## src/rtl/mon_dram_arbiter_pkg.sv

```systemverilog
// -----------------------------------------------------------------------------
// mon_arb_defs
// Shared definitions for the data-RAM arbiter between the CPU load/store unit
// and the UART monitor: port-owner state encoding and default starvation
// parameters.
// Optional feature macro used by the arbiter: MON_DRAM_ARB_STAT_EN.
// -----------------------------------------------------------------------------
package mon_arb_defs;

  // Port owner: CPU, monitor, or one turnaround cycle after the monitor
  // releases the port.
  typedef enum logic [1:0] {
    S_CPU   = 2'd0,
    S_MON   = 2'd1,
    S_GUARD = 2'd2
  } arb_state_t;

  // The starvation counter width must satisfy 2^DEF_SCNT_W > DEF_STARVE_LIMIT.
  localparam int DEF_STARVE_LIMIT = 1024;
  localparam int DEF_SCNT_W       = 11;

endpackage

```

## src/rtl/mon_dram_arbiter_starve_cntr.sv

```systemverilog
// -----------------------------------------------------------------------------
// arb_starve_cntr
// Counts consecutive cycles in which the CPU waits for the data-RAM port and
// raises a sticky starvation flag once the count reaches STARVE_LIMIT.
//
// Ports:
//   clk        in   system clock
//   rst_n      in   asynchronous active-low reset
//   wait_cyc   in   CPU is requesting but not granted this cycle
//   starve_clr in   clears the sticky flag (a simultaneous set wins)
//   starve     out  sticky starvation flag
// -----------------------------------------------------------------------------
module arb_starve_cntr
  import mon_arb_defs::*;
#(
  parameter int STARVE_LIMIT = DEF_STARVE_LIMIT,
  parameter int SCNT_W       = DEF_SCNT_W
) (
  input  logic clk,
  input  logic rst_n,
  input  logic wait_cyc,
  input  logic starve_clr,
  output logic starve
);

  localparam logic [SCNT_W-1:0] LIMIT = SCNT_W'(STARVE_LIMIT);

  logic [SCNT_W-1:0] cnt;
  logic [SCNT_W-1:0] cnt_next;

  // Saturating count of the current run of wait cycles; any cycle that is
  // not a wait (grant or no request) ends the run.
  always_comb begin
    cnt_next = '0;
    if (wait_cyc) begin
      cnt_next = (cnt == LIMIT) ? LIMIT : cnt + SCNT_W'(1);
    end
  end

  // The flag is set on the same edge at which the count reaches the limit,
  // so it is the set term that wins over a simultaneous clear.
  always_ff @(posedge clk or negedge rst_n) begin
    if (!rst_n) begin
      cnt    <= '0;
      starve <= 1'b0;
    end else begin
      cnt    <= cnt_next;
      starve <= (cnt_next == LIMIT) | (starve & ~starve_clr);
    end
  end

endmodule

```

## src/rtl/mon_dram_arbiter.sv

```systemverilog
// -----------------------------------------------------------------------------
// mon_dram_arbiter
// Shares the single data-RAM port (one write port, one synchronous read port
// with 1-cycle latency) between the CPU load/store unit and the UART monitor.
// The monitor cannot be stalled and wins combinationally; the CPU uses a
// req/gnt handshake and waits while the monitor owns the port.
//
// Ports:
//   clk, rst_n                          clock, asynchronous active-low reset
//   cpu_req/cpu_we/cpu_adr/cpu_wdata    CPU request (held until granted)
//   cpu_gnt                             access performed this cycle
//   cpu_rdata/cpu_rvalid                CPU read data, valid one cycle after a
//                                       granted read
//   mon_wen/mon_wadr/mon_wdata          monitor write
//   mon_read_sel/mon_radr/mon_rdata     monitor dump read
//   ram_wen/ram_wadr/ram_wdata          RAM write port
//   ram_radr/ram_rdata                  RAM read port
//   cpu_starve/starve_clr               sticky CPU starvation flag and clear
//   stat_cpu_cnt/stat_mon_cnt           grant / monitor-cycle counters, only
//                                       present with MON_DRAM_ARB_STAT_EN
// -----------------------------------------------------------------------------
module mon_dram_arbiter
  import mon_arb_defs::*;
#(
  parameter int DWIDTH       = 12,
  parameter int STARVE_LIMIT = DEF_STARVE_LIMIT,
  parameter int SCNT_W       = DEF_SCNT_W
) (
  input  logic              clk,
  input  logic              rst_n,
  input  logic              cpu_req,
  input  logic              cpu_we,
  input  logic [DWIDTH-1:0] cpu_adr,
  input  logic [31:0]       cpu_wdata,
  output logic              cpu_gnt,
  output logic [31:0]       cpu_rdata,
  output logic              cpu_rvalid,
  input  logic              mon_wen,
  input  logic [DWIDTH-1:0] mon_wadr,
  input  logic [31:0]       mon_wdata,
  input  logic              mon_read_sel,
  input  logic [DWIDTH-1:0] mon_radr,
  output logic [31:0]       mon_rdata,
  output logic              ram_wen,
  output logic [DWIDTH-1:0] ram_wadr,
  output logic [31:0]       ram_wdata,
  output logic [DWIDTH-1:0] ram_radr,
  input  logic [31:0]       ram_rdata,
  output logic              cpu_starve,
  input  logic              starve_clr
`ifdef MON_DRAM_ARB_STAT_EN
  ,
  output logic [31:0]       stat_cpu_cnt,
  output logic [31:0]       stat_mon_cnt
`endif
);

  arb_state_t state;
  arb_state_t state_next;
  logic       mon_active;

  assign mon_active = mon_wen | mon_read_sel;

  // Both consumers see the same RAM read bus and qualify it by their own timing.
  assign cpu_rdata = ram_rdata;
  assign mon_rdata = ram_rdata;

  always_ff @(posedge clk or negedge rst_n) begin
    if (!rst_n) begin
      state <= S_CPU;
    end else begin
      state <= state_next;
    end
  end

  // Next state plus port mux. The monitor takes the port in any state; after
  // it goes idle the port stays parked on the monitor addresses through the
  // MON and GUARD cycles so its last read completes undisturbed.
  always_comb begin
    state_next = state;
    ram_wen    = 1'b0;
    ram_wadr   = mon_wadr;
    ram_wdata  = mon_wdata;
    ram_radr   = mon_radr;
    cpu_gnt    = 1'b0;

    unique case (state)
      S_CPU:   if (mon_active) state_next = S_MON;
      S_MON:   if (!mon_active) state_next = S_GUARD;
      S_GUARD: state_next = mon_active ? S_MON : S_CPU;
      default: state_next = S_CPU;
    endcase

    if (mon_active) begin
      ram_wen = mon_wen;
    end else if (state == S_CPU) begin
      ram_radr  = cpu_adr;
      ram_wadr  = cpu_adr;
      ram_wdata = cpu_wdata;
      ram_wen   = cpu_req & cpu_we;
      cpu_gnt   = cpu_req;
    end
  end

  // Read valid follows a granted read by exactly one cycle regardless of who
  // owns the port in that next cycle.
  always_ff @(posedge clk or negedge rst_n) begin
    if (!rst_n) begin
      cpu_rvalid <= 1'b0;
    end else begin
      cpu_rvalid <= cpu_gnt & ~cpu_we;
    end
  end

  arb_starve_cntr #(
    .STARVE_LIMIT (STARVE_LIMIT),
    .SCNT_W       (SCNT_W)
  ) u_starve (
    .clk        (clk),
    .rst_n      (rst_n),
    .wait_cyc   (cpu_req & ~cpu_gnt),
    .starve_clr (starve_clr),
    .starve     (cpu_starve)
  );

`ifdef MON_DRAM_ARB_STAT_EN
  // Free-running usage counters; starve_clr restarts both.
  always_ff @(posedge clk or negedge rst_n) begin
    if (!rst_n) begin
      stat_cpu_cnt <= '0;
      stat_mon_cnt <= '0;
    end else if (starve_clr) begin
      stat_cpu_cnt <= '0;
      stat_mon_cnt <= '0;
    end else begin
      stat_cpu_cnt <= stat_cpu_cnt + {31'd0, cpu_gnt};
      stat_mon_cnt <= stat_mon_cnt + {31'd0, mon_active};
    end
  end
`endif

endmodule
```

## config.mk

```make
export PLATFORM = sky130hd
export DESIGN_NAME = mon_dram_arbiter
export DESIGN_NICKNAME = d
export VERILOG_FILES = /design/src/rtl/mon_dram_arbiter_pkg.sv /design/src/rtl/mon_dram_arbiter_starve_cntr.sv /design/src/rtl/mon_dram_arbiter.sv
export SDC_FILE = /design/constraint.sdc
export NUM_CORES = 1
export LEC_CHECK = 0
export CAP_MARGIN = 20
export CELL_PAD_IN_SITES_DETAIL_PLACEMENT = 1
export CELL_PAD_IN_SITES_GLOBAL_PLACEMENT = 1
export CORE_MARGIN = 4
export CORE_UTILIZATION = 14
export CTS_CLUSTER_SIZE = 24
export DETAILED_ROUTE_END_ITERATION = 6
export PLACE_DENSITY_LB_ADDON = 0.1
export SETUP_SLACK_MARGIN = 0.02
export SLEW_MARGIN = 10
export SYNTH_ARGS = -nofsm -noshare
export SYNTH_HDL_FRONTEND = slang
export SYNTH_SLANG_ARGS = --single-unit
```

## constraint.sdc

```tcl
create_clock -name clk -period 1.9 [get_ports clk]
set_clock_uncertainty 0.1 [all_clocks]
set_input_delay 0.38 -clock clk [delete_from_list [all_inputs] [get_ports clk]]
set_output_delay 0.38 -clock clk [all_outputs]
set_load 0.05 [all_outputs]
```

==> flow_metrics.env <==
export IMPL_dp_hpwl_um=7430
export IMPL_netlist_instances=315
export IMPL_path_common_cell="nand2_2"
export IMPL_rsz0062_at_grt="yes"
export IMPL_synth_seq_cells=15
export IMPL_swShare_pct=37.8
export IMPL_violations="negative setup slack"
export IMPL_synth_yosys_seq_area_share_pct=19.4
export IMPL_drv_slew=0
export IMPL_crit_buf_inv=3
export IMPL_grt_max_degree=23
export IMPL_syn_area_per_cell_um2=6.13
export IMPL_finalCritPeriodShare_pct=114
export IMPL_r2r_cells=5
export IMPL_synth_compound_area_share_pct=3.56
export IMPL_worst_hold_slack_ns=0.348
export IMPL_gp_congestion=0.724
export IMPL_synth_cell_types=31
export IMPL_ir_worst_vdd_v=0.000259
export IMPL_yosysWarnings=0
export IMPL_p_switching_uw=782
export IMPL_routed_wl_um=10100
export IMPL_cp_top_family="buffers and inverters"
export IMPL_fin_tns_setup_ns=-13.77
export IMPL_synthSimpleGateAreaFrac_pct=42.6
export IMPL_cts_tree="done"
export IMPL_drc=0
export IMPL_track_usage_pct=12.3
export IMPL_core_area_um2=13300
export IMPL_critPathCaptureType="output port"
export IMPL_worstPathMaxFanout=6
export IMPL_final_nets=571
export IMPL_required_ns=1.42
export IMPL_grt_pass1_vias=2595
export IMPL_synth_area_um2=1930
export IMPL_p_comb_share_pct=63.2
export IMPL_grt_pass1_wl_um=15300
export IMPL_cpMaxStageDelayCell="dfrtp_1"
export IMPL_drive_above_1_share_pct=40.8
export IMPL_placed_cell_area_um2=4090
export IMPL_worst_slack_ns=-0.266
export IMPL_final_util_pct=34.3
export IMPL_start_util_pct=14.5
export IMPL_synth_nets=456
export IMPL_cellInternalPower_mw=1.29
export IMPL_io_pins=263
export IMPL_drt_initial_drc_count=70
export IMPL_htree_num_levels=1
export IMPL_power_density_nw_per_um2=452
export IMPL_cts_buffers=3
export IMPL_worstMarginPinSlew_ns=0.373
export IMPL_arrival_ns=1.69
export IMPL_die_w_um=125
export IMPL_slew_headroom_pct=74.8
export IMPL_fillCellCount=1545
export IMPL_cts_buffer_depth=2
export IMPL_r2r_end="u_starve.starve$_DFF_PN0_"
export IMPL_ant_nets=0
export IMPL_cts_sinks=15
export IMPL_clock_latency_ns=0.25
export IMPL_rows=42
export IMPL_yosys_area_share_adder_pct=1.30
export IMPL_outcome="complete, but fails checks"
export IMPL_setup_viol=58
export IMPL_area_delta_synth_final_pct=137
export IMPL_vias=2363
export IMPL_antenna_found_initial=0
export IMPL_seqPwrFrac_pct=16.5
export IMPL_clock_power_share_pct=20.3
export IMPL_r2r_start="u_starve.cnt[2]$_DFF_PN0_"
export IMPL_avgRoutedWirePerCell_um=16.7
export IMPL_ff2ff_setup_slack_ns=0.17
export IMPL_finalCriticalPeriod_ns=2.17
export IMPL_clk_pin_slew_ns=0.05
export IMPL_max_cap_viol_count=0
export IMPL_place_ws_ns=-0.513
export IMPL_via_per_inst=3.91
export IMPL_p_leak_nw=2.05
export IMPL_slowest_delay_ns=0.41
export IMPL_port_buffers=166
export IMPL_final_area_um2=4580
export IMPL_synth_top_family_by_area="simple AND/OR/NAND/NOR gates"
export IMPL_hold_viol=0
export IMPL_path_class="flip-flop to output port"
export IMPL_dr_pass1_iters=4
export IMPL_worstSetupStartpointType="flip-flop"
export IMPL_synthMuxAreaShare_pct=0
export IMPL_worstPathCellList="nor4_4 -> buf_6 -> clkbuf_16 -> nand2_2 -> nand2_2 -> buf_12"
export IMPL_diodes=0
export IMPL_hp_class="input port to async pin"
export IMPL_fmax_mhz=462
export IMPL_die_y_um=125
export IMPL_synth_xor_area_share_pct=4.08
export IMPL_root_buffer="clkbuf_16"
export IMPL_grt_overflow_total=0
export IMPL_die_area_um2=15700
-- final cells by class --
class | count | area (µm²) | area share (%)
sequential | 15 | 377 | 8.23
multi-input combinational | 218 | 1330 | 29.0
tap | 176 | 220 | 4.81
clock buffer | 4 | 78.8 | 1.72
timing repair buffer | 188 | 2560 | 55.9
inverter | 4 | 15.0 | 0.328
-- through the flow --
step                cells  total power, mW
finish                605             2.07
CTS                   604             2.07
global route          605             2.16
floorplan             315             1.21
global placement      591             1.58
detailed placement    591             1.58
-- how the worst max path moves through the flow --
stage	startpoint	to	slack, ns	cells past startpoint
4_1_cts	state[0]$_DFFE_PN0P_	ram_wdata[12]	-0.29	7
3_3_place_gp	mon_wen	ram_radr[0]	-0.47	6
3_5_place_dp	mon_wen	ram_radr[0]	-0.51	6
6_report	state[1]$_DFFE_PN0P_	ram_radr[8]	-0.27	6
5_1_grt	state[1]$_DFFE_PN0P_	ram_radr[6]	-0.32	6
2_1_floorplan	state[0]$_DFFE_PN0P_	ram_wen	-0.01	3
-- cells by family (layout without fill, tap and decap cells) --
group                    count (synthesis)  after routing
AO/OA/AOI/OAI                            9              9
XOR/XNOR                                 9              9
flip-flops                              15             15
AND/OR/NAND/NOR                        198            198
adder cells (fa/ha/maj)                  2              2
buffers and inverters                   82            196
-- what timing repair did --
item | in CTS | in global routing
setup endpoints to repair | 59 | 59
endpoints found under the hold margin | 0 | 0
hold buffers | 0 | 0
buffers inserted | 7 | 1
resized for setup | 31 | 31
pin swaps | 4 | 14
gates cloned | 4 | 2
-- cells in the final DEF (no fill, tap or decap), types with 2 or more instances in the layout --
cell type        instances
nand4_1                  4
and3_1                   3
a21oi_1                  2
buf_12                  62
dfrtp_1                 14
nand2_2                 66
nand2_8                  3
buf_6                    3
nand2_4                 12
inv_1                    4
buf_16                   2
dlygate4sd2_1            2
xnor2_1                  5
nor2_4                   2
nand3_1                  6
and2_4                   2
nand2_1                 78
clkbuf_16                5
nor3_1                   2
xor2_1                   4
buf_4                   12
nor4b_1                  3
clkdlybuf4s50_1        104
nor2_1                  13
-- registers in the layout (all words and copies together), names as in the netlist --
name             cells
u_starve.starve      1
u_starve.cnt        11
cpu_rvalid           1
state                2
-- Yosys cell counts --
cell      instances  area, µm²
nand2_1         159        597
buf_4            64        480
dfrtp_1          15        375
nor2_1           15       56.3
clkbuf_1          7       26.3
nand3_1           6       30.0
xnor2_1           5       43.8
buf_2             4       20.0
inv_1             4       15.0
nand4_1           4       25.0
xor2_1            4       35.0
and3_1            3       18.8
nor4b_1           3       26.3
a21oi_1           2       10.0
buf_1             2       7.51
ha_1              2       25.0
nor3_1            2       10.0
a211o_1           1       8.76
a211oi_1          1       7.51
a21o_1            1       7.51
and2_1            1       6.26
and2_4            1       8.76
and4_1            1       8.76
buf_6             1       11.3
nor2b_1           1       6.26
nor3b_1           1       7.51
nor4_4            1       21.3
o211ai_1          1       7.51
o21ai_2           1       8.76
o32a_1            1       10.0
o41ai_1           1       8.76
-- routing by layer --
layer | wire (µm) | track usage, % | vias up
met3 | 620 | 3.03 | 24
met4 | 192 | 3.89 | 0
li1 | - | - | 1148
met2 | 5450 | 23.1 | 94
met5 | 0 | 0 | -
met1 | 3840 | 13.6 | 1097
-- power by group through the flow --
stage	Clock [mW]	Combinational, mW	Sequential (mW)
after floorplan	0	0.868	0.344
after global placement	0	1.23	0.346
after detailed placement	0	1.24	0.346
after CTS	0.435	1.30	0.341
after global routing	0.447	1.37	0.343
final	0.420	1.31	0.342
Power figures use the tool's default switching activity.
